===== src/rtl/discretizador_multinivel.sv =====
// Multi-level sensor discretiser: programmable thresholds, hysteresis and a
// persistence filter that needs PERSIST agreeing samples before saida moves.
module discretizador_multinivel #(
  parameter int N       = 12,
  parameter int K       = 4,
  parameter int HYST    = 2,
  parameter int PERSIST = 3
) (
  input  logic                 clk,
  input  logic                 reset,
  input  logic                 load,
  input  logic [N-1:0]         bits_in,
  input  logic                 cfg_we,
  input  logic [3:0]           cfg_idx,
  input  logic [N-1:0]         cfg_data,
  output logic [$clog2(K)-1:0] saida,
  output logic                 valid,
  output logic                 mudou
);

  localparam int CW = $clog2(K);
  localparam logic [N:0] HV = (N+1)'(HYST);
  localparam logic [7:0] PV = 8'(PERSIST);

  typedef enum logic {IDLE, PEND} state_t;

  state_t        r_state, w_stateNext;
  logic [CW-1:0] r_saida, r_pend, w_pendNext, w_cand, w_cup, w_cdn, w_commitVal;
  logic [7:0]    r_cnt, w_cntNext, w_cntInc;
  logic          r_valid, r_mudou, w_commit;
  logic [N-1:0]  r_thr [K-1];

  // Threshold bank; out-of-range indices simply match no register.
  always_ff @(posedge clk or posedge reset) begin
    if (reset) begin
      for (int i = 0; i < K-1; i++) r_thr[i] <= N'(8*(i+1));
    end else begin
      for (int i = 0; i < K-1; i++)
        if (cfg_we && cfg_idx == 4'(i)) r_thr[i] <= cfg_data;
    end
  end

  // Compares are done at N+1 bits so threshold plus margin cannot wrap.
  always_comb begin
    w_cup = '0;
    w_cdn = '0;
    for (int i = 0; i < K-1; i++) begin
      if ({1'b0, bits_in} > {1'b0, r_thr[i]} + HV) w_cup = w_cup + CW'(1);
      if ({1'b0, bits_in} + HV > {1'b0, r_thr[i]}) w_cdn = w_cdn + CW'(1);
    end
    if (w_cup > r_saida)      w_cand = w_cup;
    else if (w_cdn < r_saida) w_cand = w_cdn;
    else                      w_cand = r_saida;
  end

  always_comb begin
    w_stateNext = r_state;
    w_pendNext  = r_pend;
    w_cntNext   = r_cnt;
    w_commit    = 1'b0;
    w_commitVal = r_pend;
    w_cntInc    = r_cnt + 8'd1;
    if (load) begin
      case (r_state)
        IDLE: begin
          if (w_cand != r_saida) begin
            if (PERSIST == 1) begin
              w_commit    = 1'b1;
              w_commitVal = w_cand;
            end else begin
              w_pendNext  = w_cand;
              w_cntNext   = 8'd1;
              w_stateNext = PEND;
            end
          end
        end
        PEND: begin
          if (w_cand == r_saida) begin
            w_cntNext   = 8'd0;
            w_stateNext = IDLE;
          end else if (w_cand != r_pend) begin
            w_pendNext = w_cand;
            w_cntNext  = 8'd1;
          end else if (w_cntInc == PV) begin
            w_commit    = 1'b1;
            w_commitVal = r_pend;
            w_cntNext   = 8'd0;
            w_stateNext = IDLE;
          end else begin
            w_cntNext = w_cntInc;
          end
        end
        default: w_stateNext = IDLE;
      endcase
    end
  end

  always_ff @(posedge clk or posedge reset) begin
    if (reset) begin
      r_state <= IDLE;
      r_pend  <= '0;
      r_cnt   <= '0;
      r_saida <= '0;
      r_valid <= 1'b0;
      r_mudou <= 1'b0;
    end else begin
      r_state <= w_stateNext;
      r_pend  <= w_pendNext;
      r_cnt   <= w_cntNext;
      r_valid <= load;
      r_mudou <= w_commit;
      if (w_commit) r_saida <= w_commitVal;
    end
  end

  assign saida = r_saida;
  assign valid = r_valid;
  assign mudou = r_mudou;

endmodule


===== config.mk =====
export PLATFORM = sky130hd
export DESIGN_NAME = discretizador_multinivel
export DESIGN_NICKNAME = d
export VERILOG_FILES = /design/src/rtl/discretizador_multinivel.sv
export SDC_FILE = /design/constraint.sdc
export NUM_CORES = 1
export LEC_CHECK = 0
export BUFFER_PORTS_ARGS = -buffer_cell sky130_fd_sc_hd__buf_2
export CAP_MARGIN = 30
export CORE_ASPECT_RATIO = 0.7
export CORE_MARGIN = 2
export CORE_UTILIZATION = 46
export CTS_CLUSTER_DIAMETER = 50
export DETAILED_ROUTE_END_ITERATION = 10
export GPL_ROUTABILITY_DRIVEN = 0
export SYNTH_ARGS = -nofsm -noshare
export SYNTH_HDL_FRONTEND = slang
export SYNTH_SLANG_ARGS = --single-unit

===== constraint.sdc =====
create_clock -name clk -period 13.4 [get_ports clk]
set_clock_uncertainty 0.2 [all_clocks]
set_input_delay 2.01 -clock clk [delete_from_list [all_inputs] [get_ports clk]]
set_output_delay 2.01 -clock clk [all_outputs]
set_load 0.1 [all_outputs]

## Yosys cells after proc, flatten, opt, wreduce, memory -nomap -nowiden

Cells that the tools add are included.

- Bits of input ports: 32
- Flip-flop bits (word level): 51
- Output and inout bits: 4
- Logic and storage cells: 69

- Multiplexer cells: 27
- Equality and inequality tests: 9
- Magnitude comparators: 8
- Bitwise logic cells: 1
- $add $sub $neg: 9
- Reduce and logical (&&, ||, !) cells: 6

Operator list:

| kind | number |
|---|---|
| adder 12 x 2 -> 13 bit, second input constant | 4 |
| > comparator 12 x 13 -> 1 bit | 3 |
| > comparator 13 x 12 -> 1 bit | 3 |
| two-way mux 8 bit | 4 |
| two-way mux 2 bit | 9 |
| one-hot mux 8 bit (2 select lines) | 1 |
| two-way mux 1 bit | 11 |
| adder 2 x 1 -> 2 bit, second input constant | 4 |
| adder 8 x 1 -> 8 bit, second input constant | 1 |
| equality test 8 x 2 -> 1 bit, second input constant | 1 |
| equality test 4 x 1 -> 1 bit, second input constant | 1 |
| equality test 4 x 2 -> 1 bit, second input constant | 1 |
| logical NOT 4 bit | 1 |
| != test 2 bit | 2 |
| != test 2 bit, second input constant | 2 |
| one-hot mux 2 bit (2 select lines) | 1 |
| AND reduction 4 bit | 1 |
| logical AND 1 bit | 3 |
| equality test 2 bit | 1 |
| > comparator 2 bit | 1 |
| less-than comparator 2 bit | 1 |
| != test 2 x 1 -> 1 bit, second input constant | 1 |
| one-hot mux 1 bit (2 select lines) | 1 |
| AND reduction 2 bit | 1 |
| inverter 1 bit | 1 |

## Depth between registers and ports, before layout

Gate-level depths: netlist of the first run.

- Depth in word-level cells: 15
- Mapped depth: 25
- Mapped depth without buffers: 24

## Worst setup path after synthesis of the first run

No wires, ideal clock.

- Path kind: in2reg
- Start: in bits_in[1]
- End: reg r_saida[0] (netlist: saida[0])
- Arrival time: 5.847 ns
- Buffers on the path: 0
- Setup time: 0.126 ns
- Slack: 7.227 ns
- Stages on the path: 23
- Required time: 13.074 ns
- Cell sequence: and2_1 nand4_1 xnor2_1 ha_1 a21o_1 a21oi_1 nor2b_1 o31a_1 o21a_1 o211ai_1 nand3_1 ha_1 inv_1 mux2i_1 ha_1 nor2_1 o221ai_1 nor2_1 o31ai_1 o31a_2 xor2_4 nand4_4 mux2_4

- Longest elaborated chain between the ends: 15
- Elaborated cells on any way between the ends: 27
- Those cells by class: 5 x add/sub; 8 x order compare; 2 x eq/ne; 12 x mux

Ends and longest elaborated chain:

| element | line | source |
|---|---|---|
| start: declaration | 12 | `input logic [N-1:0] bits_in,` |
| adder 12 x 2 -> 13 bit | 49 | `if ({1'b0, bits_in} + HV > {1'b0, r_thr[i]}) w_cdn = w_cdn + CW'(1);` |
| > comparator 13 x 12 -> 1 bit | 49 |  |
| two-way mux 1 bit | 49 |  |
| adder 2 x 1 -> 2 bit | 49 |  |
| two-way mux 2 bit | 49 |  |
| adder 2 x 1 -> 2 bit | 49 |  |
| two-way mux 2 bit | 49 |  |
| less-than comparator 2 bit | 52 | `else if (w_cdn < r_saida) w_cand = w_cdn;` |
| two-way mux 2 bit | 52 |  |
| two-way mux 2 bit * | 51 | `if (w_cup > r_saida) w_cand = w_cup;` |
| != test 2 bit | 81 | `end else if (w_cand != r_pend) begin` |
| two-way mux 1 bit | 81 |  |
| two-way mux 1 bit * | 78 | `if (w_cand == r_saida) begin` |
| two-way mux 1 bit * | 64 | `case (r_state)` |
| two-way mux 1 bit * | 63 | `if (load) begin` |
| end signal: assignment | 112 | `if (w_commit) r_saida <= w_commitVal;` |
| end: declaration | 28 | `logic [CW-1:0] r_saida, r_pend, w_pendNext, w_cand, w_cup, w_cdn, w_commitVal;` |

Every way passes the cells marked *; elsewhere a longest branch is shown, timed or not.
A chain may end at the register's enable or synchronous reset.

## Worst setup path in the final report of the first run

- Start: in bits_in[2]
- End: reg r_cnt[1]

- Longest elaborated chain between the ends: 14
- Elaborated cells on any way between the ends: 29
- Those cells by class: 5 x add/sub; 8 x order compare; 4 x eq/ne; 11 x mux; 1 x reduce/logical

Ends and longest elaborated chain:

| element | line | source |
|---|---|---|
| adder 12 x 2 -> 13 bit | 49 |  |
| > comparator 13 x 12 -> 1 bit | 49 |  |
| two-way mux 1 bit | 49 |  |
| adder 2 x 1 -> 2 bit | 49 |  |
| two-way mux 2 bit | 49 |  |
| adder 2 x 1 -> 2 bit | 49 |  |
| two-way mux 2 bit | 49 |  |
| less-than comparator 2 bit | 52 |  |
| two-way mux 2 bit | 52 |  |
| two-way mux 2 bit * | 51 |  |
| != test 2 bit | 81 |  |
| two-way mux 8 bit | 81 |  |
| two-way mux 8 bit | 78 |  |
| one-hot mux 8 bit (2 select lines) | 64 |  |
| end signal: assignment | 109 | `r_cnt <= w_cntNext;` |
| end: declaration | 29 | `logic [7:0] r_cnt, w_cntNext, w_cntInc;` |

Marked as above.

==> impl_results.html, run 1 <==
<table>
<tr><th>Metric</th><th>Value</th></tr>
<tr><th colspan="2">Outcome</th></tr>
<tr><td>Outcome</td><td>finished clean</td></tr>
<tr><th colspan="2">Synth</th></tr>
<tr><td>Post-synthesis average cell area</td><td>9.046 um^2</td></tr>
<tr><td>Portion of the post-synthesis area used by sequential elements</td><td>26.04%</td></tr>
<tr><td>Top cell type by total area after synthesis</td><td>sky130_fd_sc_hd__dfrtp_1</td></tr>
<tr><td>Ranking of synthesized cells by area</td><td>sky130_fd_sc_hd__dfrtp_1 (24%), sky130_fd_sc_hd__ha_1 (21%), sky130_fd_sc_hd__xnor2_1 (6.9%), sky130_fd_sc_hd__mux2_2 (5.7%), sky130_fd_sc_hd__inv_1 (4.3%)</td></tr>
<tr><td>Post-synth EDFFs</td><td>0</td></tr>
<tr><td>Cell Area, Synth</td><td>4921 um^2</td></tr>
<tr><td>Async S/R FF share, synth</td><td>100.0%</td></tr>
<tr><td>Synthesized instance count</td><td>544</td></tr>
<tr><td>Synthesized netlist net count</td><td>658</td></tr>
<tr><td>Prevailing post-synth register cell</td><td>sky130_fd_sc_hd__dfrtp_1</td></tr>
<tr><td>Seq cells post-synth</td><td>51</td></tr>
<tr><td>Top cell type's share of synthesized area</td><td>23.90%</td></tr>
<tr><td>Synth Warn #</td><td>0</td></tr>
<tr><td>Synth cell types</td><td>64</td></tr>
<tr><th colspan="2">Routing</th></tr>
<tr><td>Via-per-instance ratio</td><td>5.846</td></tr>
<tr><td>Number of nets still failing antenna checks after routing</td><td>0</td></tr>
<tr><td>Number of detailed-routing iterations run before antenna repair</td><td>5</td></tr>
<tr><td>Detailed Route Iter0 Violations</td><td>246</td></tr>
<tr><td>Number of DRC violations after detailed routing</td><td>0</td></tr>
<tr><td>Via count</td><td>4186</td></tr>
<tr><td>Wire length after detailed routing</td><td>13240 um</td></tr>
<tr><td>WL/cell</td><td>18.49 um</td></tr>
<tr><th colspan="2">Die</th></tr>
<tr><td>Core area</td><td>10400 um^2</td></tr>
<tr><td>Width of the chip</td><td>127.6 um</td></tr>
<tr><td>Number of placement rows</td><td>31</td></tr>
<tr><td>Die boundary height</td><td>90.54 um</td></tr>
<tr><td>Effective utilization at floorplan</td><td>47.34%</td></tr>
<tr><td>Top-level port count</td><td>36</td></tr>
<tr><td>Die Outline Area</td><td>11550 um^2</td></tr>
<tr><th colspan="2">Finish</th></tr>
<tr><td>Final cell area excluding filler cells</td><td>5423 um^2</td></tr>
<tr><td>Commonest non-fill, non-tap cell in the layout</td><td>sky130_fd_sc_hd__ha_1</td></tr>
<tr><td>Area of the multi-input gates</td><td>3411 um^2</td></tr>
<tr><td>Total area of sequential cells</td><td>1281 um^2</td></tr>
<tr><td>End-of-flow core utilization</td><td>52.17%</td></tr>
<tr><td>Final net count</td><td>697</td></tr>
<tr><td>Antenna Diode Count</td><td>0</td></tr>
<tr><td>Number of fill cells in the layout</td><td>979</td></tr>
<tr><td>Commonest non-fill, non-tap cells in the layout</td><td>sky130_fd_sc_hd__ha_1 (82), sky130_fd_sc_hd__inv_1 (56), sky130_fd_sc_hd__dfrtp_1 (47)</td></tr>
<tr><td>Area added between synthesis and finish</td><td>10.20%</td></tr>
<tr><td>Share of post-route cells with drive strength above 1</td><td>16.44%</td></tr>
<tr><th colspan="2">Clock tree</th></tr>
<tr><td>Post_cts resized</td><td>0</td></tr>
<tr><td>Root Buffer</td><td>sky130_fd_sc_hd__clkbuf_16</td></tr>
<tr><td>Clock buffers created by TritonCTS</td><td>5</td></tr>
<tr><td>Reg clk slew, reported paths</td><td>80 ps</td></tr>
<tr><td>Post-CTS repair timing setup buffer count</td><td>0</td></tr>
<tr><td>Number of hold buffers added after CTS</td><td>0</td></tr>
<tr><td>CTS tree</td><td>yes</td></tr>
<tr><td>H-tree depth reported by CTS</td><td>2</td></tr>
<tr><td>CTS sink count</td><td>51</td></tr>
<tr><td>Clock network latency to the later pin of the worst-skew pair</td><td>300 ps</td></tr>
<tr><td>Clock buffer depth</td><td>2</td></tr>
<tr><th colspan="2">Timing</th></tr>
<tr><td>Maximum clock frequency</td><td>0.1433 GHz</td></tr>
<tr><td>Setup repair after global routing missed its margin</td><td>no</td></tr>
<tr><td>Setup TNS</td><td>0 ps</td></tr>
<tr><td>Ratio of final minimum period to clock period</td><td>52.09%</td></tr>
<tr><td>Final-report hold violation count</td><td>0</td></tr>
<tr><td>Final critical path time including I/O delays and setup</td><td>6981 ps</td></tr>
<tr><td>Worst hold slack</td><td>318.7 ps</td></tr>
<tr><td>Transition time at the pin with the least slew margin</td><td>790.7 ps</td></tr>
<tr><td>Max-slew violation total from the final report</td><td>0</td></tr>
<tr><td>Number of endpoints failing setup at the final stage</td><td>0</td></tr>
<tr><td>Slew headroom</td><td>47.01%</td></tr>
<tr><th colspan="2">Setup path</th></tr>
<tr><td>Critical Path AT</td><td>6980 ps</td></tr>
<tr><td>Slack of the worst reg-to-reg path</td><td>7230 ps</td></tr>
<tr><td>Required time of the critical path</td><td>13400 ps</td></tr>
<tr><td>Element type at the critical path end</td><td>flip-flop</td></tr>
<tr><td>Category of the critical setup timing path</td><td>primary input to flip-flop</td></tr>
<tr><td>Depth of the worst register-to-register path</td><td>24</td></tr>
<tr><td>Startpoint of the most critical register-to-register path</td><td>r_thr[27]$_DFFE_PP1P_</td></tr>
<tr><td>Worst Path Max Fanout</td><td>12</td></tr>
<tr><td>Capturing point of the worst reg2reg path</td><td>r_cnt[1]$_DFFE_PP0P_</td></tr>
<tr><td>Launching element type of the critical path</td><td>primary input</td></tr>
<tr><th colspan="2">Power</th></tr>
<tr><td>Static Leak</td><td>2.471 nW</td></tr>
<tr><td>Peak supply drop</td><td>0.07251 mV</td></tr>
<tr><td>Cell Pwr Density</td><td>154.8 nW/um^2</td></tr>
<tr><th colspan="2">Placed design</th></tr>
<tr><td>Port Buf Inserts</td><td>35</td></tr>
<tr><td>DP HPWL</td><td>11020 um</td></tr>
<tr><td>Cell area after placement</td><td>5274 um^2</td></tr>
<tr><th colspan="2">GRT</th></tr>
<tr><td>Initial antenna violation count</td><td>0</td></tr>
<tr><td>First-pass GRT wire length</td><td>21430 um</td></tr>
<tr><td>Number of global-route vias before repair</td><td>4046</td></tr>
<tr><td>Overflow left after global routing</td><td>0</td></tr>
<tr><td>Pin count of the biggest net entering global routing</td><td>39</td></tr>
<tr><td>All-layer global routing usage</td><td>23.92%</td></tr>
<tr><th colspan="2">Min path</th></tr>
<tr><td>Instance count along the most critical hold path</td><td>1</td></tr>
<tr><td>Hold Path Origin</td><td>r_thr[12]$_DFFE_PP0P_</td></tr>
<tr><td>Worst min-delay path category</td><td>flip-flop to flip-flop</td></tr>
<tr><td>Capture endpoint of the worst hold path</td><td>r_thr[12]$_DFFE_PP0P_</td></tr>
<tr><th colspan="2">Job</th></tr>
<tr><td>Max Cap Violations</td><td>0</td></tr>
</table>
==> cell usage after synthesis, drive strengths merged, types with 2 or more instances <==
| cell type | instances |
|---|---|
| nand3 | 33 |
| o211ai | 5 |
| o21ai | 27 |
| a21o | 7 |
| o211a | 2 |
| dfstp | 4 |
| nor2b | 6 |
| and2 | 3 |
| a211o | 2 |
| or2 | 3 |
| nor4b | 2 |
| nor3 | 11 |
| xnor2 | 39 |
| or3 | 3 |
| o221ai | 3 |
| ha | 82 |
| o21a | 7 |
| o22ai | 3 |
| dfrtp | 47 |
| and3 | 7 |
| nor4 | 7 |
| xor2 | 2 |
| mux2i | 2 |
| a311oi | 2 |
| a211oi | 2 |
| buf | 2 |
| nand2b | 6 |
| clkbuf | 3 |
| a31oi | 3 |
| inv | 57 |
| nor2 | 25 |
| nand4 | 20 |
| mux2 | 27 |
| nand2 | 40 |
| and4 | 7 |
| a21oi | 24 |
| o311ai | 2 |
| o2111ai | 3 |
| o31a | 5 |
==> per-stage QoR <==
stage / worst slack [ps] / std cells / power, mW
detailed placement: 6185 / 708 / 0.6990
finish: 6419 / 716 / 0.8396
CTS: 6497 / 716 / 0.8394
global route: 6057 / 716 / 0.9066
global placement: 6449 / 707 / 0.6834
floorplan: 7227 / 544 / 0.5782
==> cell families (layout without fill, tap and decap cells) <==
group                    after synthesis  in the layout  synth area share [%]
AND/OR/NAND/NOR                      174            174                 19.32
adder cells (fa/ha/maj)               82             82                 20.85
XOR/XNOR                              41             41                 7.679
buffers and inverters                 62            102                 4.755
AO/OA/AOI/OAI                        105            105                 14.62
flip-flops                            51             51                 26.04
multiplexers                          29             29                 6.738
==> sequential cells by signal (all words and copies together) (netlist names) <==
register and count:
r_thr 36, valid 1, saida 2, r_state 1, r_pend 2, r_cnt 8
mudou 1
==> metal layers <==
metal	up-vias	global-route usage [%]	wire length [um]
li1	2071	-	-
met1	1983	38.31	7053
met2	118	32.13	5015
met3	14	5.332	1008
met4	0	5.128	160
met5	-	0	0
==> how the worst max path moves through the flow <==
stage | from | to | slack [ps]
after floorplan | bits_in[1] | saida[0]$_DFFE_PP0P_ | 7230
after global placement | bits_in[3] | saida[0]$_DFFE_PP0P_ | 6450
after detailed placement | bits_in[1] | r_cnt[1]$_DFFE_PP0P_ | 6180
after CTS | bits_in[1] | r_cnt[1]$_DFFE_PP0P_ | 6500
after global routing | bits_in[3] | r_cnt[1]$_DFFE_PP0P_ | 6060
final | bits_in[2] | r_cnt[1]$_DFFE_PP0P_ | 6420
==> final cells by class <==
class / count / area share, %
Clock buffer: 5 / 2.307
Inverter: 57 / 3.946
Sequential cell: 51 / 23.63
Timing Repair Buffer: 37 / 3.738
Clock inverter: 3 / 0.4384
Multi-Input combinational cell: 431 / 62.90
Tap cell: 132 / 3.046
==> report_power, final <==
group / leakage (nW) / internal, mW / switching [mW] / total, mW
Clock: 0.0717 / 0.0705 / 0.0650 / 0.136
Sequential: 0.630 / 0.191 / 0.0516 / 0.243
Combinational: 1.77 / 0.186 / 0.275 / 0.461
==> critical path: stages <==
cell	delay [ps]
sky130_fd_sc_hd__buf_2	170
sky130_fd_sc_hd__and2_1	250
sky130_fd_sc_hd__nand4_1	130
sky130_fd_sc_hd__xnor2_1	360
sky130_fd_sc_hd__ha_1	330
sky130_fd_sc_hd__a21o_1	190
sky130_fd_sc_hd__a21oi_1	140
sky130_fd_sc_hd__nor2b_1	60
sky130_fd_sc_hd__o31a_1	240
sky130_fd_sc_hd__o21a_1	170
sky130_fd_sc_hd__o211ai_1	200
sky130_fd_sc_hd__and3_1	190
sky130_fd_sc_hd__ha_1	140
sky130_fd_sc_hd__mux2i_1	90
sky130_fd_sc_hd__ha_1	280
sky130_fd_sc_hd__nor2_1	110
sky130_fd_sc_hd__o221ai_1	130
sky130_fd_sc_hd__nor2_1	150
sky130_fd_sc_hd__o31ai_1	100
sky130_fd_sc_hd__o31a_2	370
sky130_fd_sc_hd__o2111ai_2	590
sky130_fd_sc_hd__nand3_1	280
sky130_fd_sc_hd__o32ai_1	290
No activity file was read; power rests on OpenSTA's default activity.
==> run 2, diff against run 1 <==
- PLACE_DENSITY: not set -> 0.66
- clock period: 13.4 -> 6.1 ns (I/O delays scaled with it)
==> run 2 against run 1 <==
Sequential cell count unchanged. Cell count up 0.98%. Die area unchanged. Critical path depth grew 1. Critical endpoint is now saida[0]$_DFFE_PP0P_. Largest power group unchanged.
==> impl_results.html, run 2 (same netlist as run 1, synthesis figures left out) <==
<table>
<tr><th>Metric</th><th>Value</th></tr>
<tr><th colspan="2">Job</th></tr>
<tr><td>Max Cap Violations</td><td>0 (unchanged)</td></tr>
<tr><th colspan="2">Timing</th></tr>
<tr><td>Slew headroom</td><td>49.20% (+2.2 points)</td></tr>
<tr><td>Setup TNS</td><td>0 ps (unchanged)</td></tr>
<tr><td>Maximum clock frequency</td><td>0.1769 GHz</td></tr>
<tr><td>Final critical path time including I/O delays and setup</td><td>5653 ps</td></tr>
<tr><td>Setup repair after global routing missed its margin</td><td>no</td></tr>
<tr><td>Ratio of final minimum period to clock period</td><td>92.67%</td></tr>
<tr><td>Transition time at the pin with the least slew margin</td><td>758.0 ps (-32.73 ps)</td></tr>
<tr><td>Final-report hold violation count</td><td>0 (unchanged)</td></tr>
<tr><td>Max-slew violation total from the final report</td><td>0 (unchanged)</td></tr>
<tr><td>Number of endpoints failing setup at the final stage</td><td>0 (unchanged)</td></tr>
<tr><th colspan="2">Finish</th></tr>
<tr><td>Flip-flop count of the largest register, all copies and words added</td><td>36 (unchanged)</td></tr>
<tr><td>Area of the multi-input gates</td><td>3427 um^2 (+0.48%)</td></tr>
<tr><td>Register containing the most flip-flops in the final layout</td><td>r_thr</td></tr>
<tr><td>Final cell area excluding filler cells</td><td>5502 um^2 (+1.5%)</td></tr>
<tr><td>Number of fill cells in the layout</td><td>960 (-1.9%)</td></tr>
<tr><td>End-of-flow core utilization</td><td>52.92% (+0.76 points)</td></tr>
<tr><td>Share of post-route cells with drive strength above 1</td><td>17.60% (+1.2 points)</td></tr>
<tr><td>Largest registers</td><td>r_thr: 36 flops, r_cnt: 8 flops</td></tr>
<tr><td>Commonest non-fill, non-tap cell in the layout</td><td>sky130_fd_sc_hd__ha_1</td></tr>
<tr><td>Antenna Diode Count</td><td>0 (unchanged)</td></tr>
<tr><td>Total area of sequential cells</td><td>1281 um^2 (unchanged)</td></tr>
<tr><td>Commonest non-fill, non-tap cells in the layout</td><td>sky130_fd_sc_hd__ha_1 (82), sky130_fd_sc_hd__inv_1 (56), sky130_fd_sc_hd__dfrtp_1 (47)</td></tr>
<tr><td>Area added between synthesis and finish</td><td>11.80%</td></tr>
<tr><td>Final net count</td><td>704 (+1.0%)</td></tr>
<tr><th colspan="2">Die</th></tr>
<tr><td>Effective utilization at floorplan</td><td>47.34% (unchanged)</td></tr>
<tr><td>Top-level port count</td><td>36 (unchanged)</td></tr>
<tr><td>Die boundary height</td><td>90.54 um (unchanged)</td></tr>
<tr><td>Die Outline Area</td><td>11550 um^2 (unchanged)</td></tr>
<tr><td>Width of the chip</td><td>127.6 um (unchanged)</td></tr>
<tr><td>Core area</td><td>10400 um^2 (unchanged)</td></tr>
<tr><td>Number of placement rows</td><td>31 (unchanged)</td></tr>
<tr><th colspan="2">Setup path</th></tr>
<tr><td>Category of the critical setup timing path</td><td>flip-flop to flip-flop</td></tr>
<tr><td>Launching element type of the critical path</td><td>flip-flop</td></tr>
<tr><td>Element type at the critical path end</td><td>flip-flop</td></tr>
<tr><td>Critical Path AT</td><td>5640 ps (-1340 ps)</td></tr>
<tr><td>Depth of the worst register-to-register path</td><td>24 (unchanged)</td></tr>
<tr><td>Required time of the critical path</td><td>6090 ps (-7310 ps)</td></tr>
<tr><td>Worst Path Max Fanout</td><td>6 (-6)</td></tr>
<tr><th colspan="2">Clock tree</th></tr>
<tr><td>H-tree depth reported by CTS</td><td>2 (unchanged)</td></tr>
<tr><td>Root Buffer</td><td>sky130_fd_sc_hd__clkbuf_16</td></tr>
<tr><td>Clock buffer depth</td><td>2 (unchanged)</td></tr>
<tr><td>CTS sink count</td><td>51 (unchanged)</td></tr>
<tr><td>Clock network latency to the later pin of the worst-skew pair</td><td>300 ps (about the same)</td></tr>
<tr><td>CTS tree</td><td>yes</td></tr>
<tr><td>Reg clk slew, reported paths</td><td>80 ps (about the same)</td></tr>
<tr><td>Clock buffers created by TritonCTS</td><td>5 (unchanged)</td></tr>
<tr><th colspan="2">GRT</th></tr>
<tr><td>First-pass GRT wire length</td><td>21270 um (-0.74%)</td></tr>
<tr><td>All-layer global routing usage</td><td>23.57% (-0.35 points)</td></tr>
<tr><td>Pin count of the biggest net entering global routing</td><td>43 (+10%)</td></tr>
<tr><td>Overflow left after global routing</td><td>0 (unchanged)</td></tr>
<tr><td>Number of global-route vias before repair</td><td>4065 (+0.47%)</td></tr>
<tr><td>Initial antenna violation count</td><td>0 (unchanged)</td></tr>
<tr><th colspan="2">Routing</th></tr>
<tr><td>WL/cell</td><td>18.16 um (-1.8%)</td></tr>
<tr><td>Via count</td><td>4293 (+2.6%)</td></tr>
<tr><td>Number of nets still failing antenna checks after routing</td><td>0 (unchanged)</td></tr>
<tr><td>Via-per-instance ratio</td><td>5.938 (+1.6%)</td></tr>
<tr><td>Number of detailed-routing iterations run before antenna repair</td><td>5 (unchanged)</td></tr>
<tr><td>Detailed Route Iter0 Violations</td><td>399 (+62%)</td></tr>
<tr><td>Wire length after detailed routing</td><td>13130 um (-0.81%)</td></tr>
<tr><td>Number of DRC violations after detailed routing</td><td>0 (unchanged)</td></tr>
<tr><th colspan="2">Power</th></tr>
<tr><td>Clk pwr share</td><td>15.9% (-0.2 points)</td></tr>
<tr><td>Cell Pwr Density</td><td>348.4 nW/um^2 (+130%)</td></tr>
<tr><td>Sw power</td><td>0.8806 mW (+120%)</td></tr>
<tr><td>Peak supply drop</td><td>0.1577 mV (+120%)</td></tr>
<tr><td>Design internal power</td><td>1.036 mW (+130%)</td></tr>
<tr><td>Static Leak</td><td>2.513 nW (+1.7%)</td></tr>
<tr><td>Net Sw Frac</td><td>45.95% (-0.70 points)</td></tr>
<tr><td>Sequential group share of total power</td><td>27.9% (-1.0 points)</td></tr>
<tr><td>Power share of the combinational group</td><td>56.2% (+1.3 points)</td></tr>
<tr><th colspan="2">Outcome</th></tr>
<tr><td>Outcome</td><td>finished clean</td></tr>
<tr><th colspan="2">Placed design</th></tr>
<tr><td>Cell area after placement</td><td>5311 um^2 (+0.71%)</td></tr>
<tr><td>DP HPWL</td><td>10940 um (-0.68%)</td></tr>
<tr><td>Port Buf Inserts</td><td>35 (unchanged)</td></tr>
<tr><th colspan="2">Min path</th></tr>
<tr><td>Worst min-delay path category</td><td>flip-flop to flip-flop</td></tr>
<tr><td>Instance count along the most critical hold path</td><td>1 (unchanged)</td></tr>
</table>
## run 2: routing by layer
metal	GRT usage (%)	share of wire (%)
met1	37.69	51
met2	32.89	38
met3	3.318	10
met4	5.586	1.4
met5	0	0
## run 2: worst max-delay path, cell delays in order, from the launching register on
cell                        delay (ps)
sky130_fd_sc_hd__dfstp_2           590
sky130_fd_sc_hd__inv_1              90
sky130_fd_sc_hd__nor3_1            330
sky130_fd_sc_hd__nand3_1           210
sky130_fd_sc_hd__nor3_2            200
sky130_fd_sc_hd__nand3_1           120
sky130_fd_sc_hd__xnor2_1           240
sky130_fd_sc_hd__ha_1              320
sky130_fd_sc_hd__and3_1            200
sky130_fd_sc_hd__a211oi_1          210
sky130_fd_sc_hd__a311oi_1           70
sky130_fd_sc_hd__o21a_1            160
sky130_fd_sc_hd__ha_1              230
sky130_fd_sc_hd__nor2_1            150
sky130_fd_sc_hd__a21oi_1            60
sky130_fd_sc_hd__ha_1              300
sky130_fd_sc_hd__nor2b_1           150
sky130_fd_sc_hd__o21ai_1           210
sky130_fd_sc_hd__o221ai_1          150
sky130_fd_sc_hd__nor2_1            100
sky130_fd_sc_hd__o31ai_1            90
sky130_fd_sc_hd__o31a_2            380
sky130_fd_sc_hd__o2111ai_4         320
sky130_fd_sc_hd__nand4_4           150
sky130_fd_sc_hd__mux2_4            320
## run 2: path summary, 6_finish.rpt
| check | from | to | slack (ps) |
|---|---|---|---|
| max | r_thr[27]$_DFFE_PP1P_ | saida[0]$_DFFE_PP0P_ | 450 |
| max in group asynchronous | reset | r_thr[27]$_DFFE_PP1P_ | 4800 |
| min reg2reg | r_thr[24]$_DFFE_PP0P_ | r_thr[24]$_DFFE_PP0P_ | 320 |
| max reg2reg | r_thr[27]$_DFFE_PP1P_ | saida[0]$_DFFE_PP0P_ | 450 |
| min in group asynchronous | reset | r_cnt[0]$_DFFE_PP0P_ | 340 |
| min | r_thr[24]$_DFFE_PP0P_ | r_thr[24]$_DFFE_PP0P_ | 320 |
## run 2: power groups by stage
stage	Combinational [mW]	Clock [mW]	Sequential (mW)
after floorplan	0.753	0	0.518
after global placement	0.974	0	0.535
after detailed placement	1.01	0	0.537
after CTS	1.02	0.311	0.530
after global routing	1.20	0.327	0.547
final	1.08	0.304	0.535
## run 2: per-stage QoR
stage | hold slack [ps] | cells | worst slack, ps | power, mW
2_1_floorplan | 283.6 | 544 | 1022 | 1.270
3_3_place_gp | 296.1 | 712 | 331.8 | 1.508
3_5_place_dp | 305.5 | 713 | 292.4 | 1.549
4_1_cts | 322.6 | 721 | 316.4 | 1.860
5_1_grt | 343.4 | 723 | 59.21 | 2.073
6_report | 320.3 | 723 | 447.3 | 1.917
## run 2: layout make-up
| class | count | area share [%] |
|---|---|---|
| clock buffer | 5 | 2.274 |
| clock inverter | 3 | 0.6141 |
| inverter | 57 | 3.889 |
| multi-input combinational | 431 | 62.29 |
| sequential | 51 | 23.29 |
| tap | 132 | 3.002 |
| timing repair buffer | 44 | 4.640 |
## run 2: timing repair
action / 4_1_cts / 5_1_grt
hold endpoints to repair: 0 / 0
buffers inserted: 0 / 2
hold buffers: 0 / 0
resized for setup: 0 / 4
setup endpoints to repair: 0 / 11
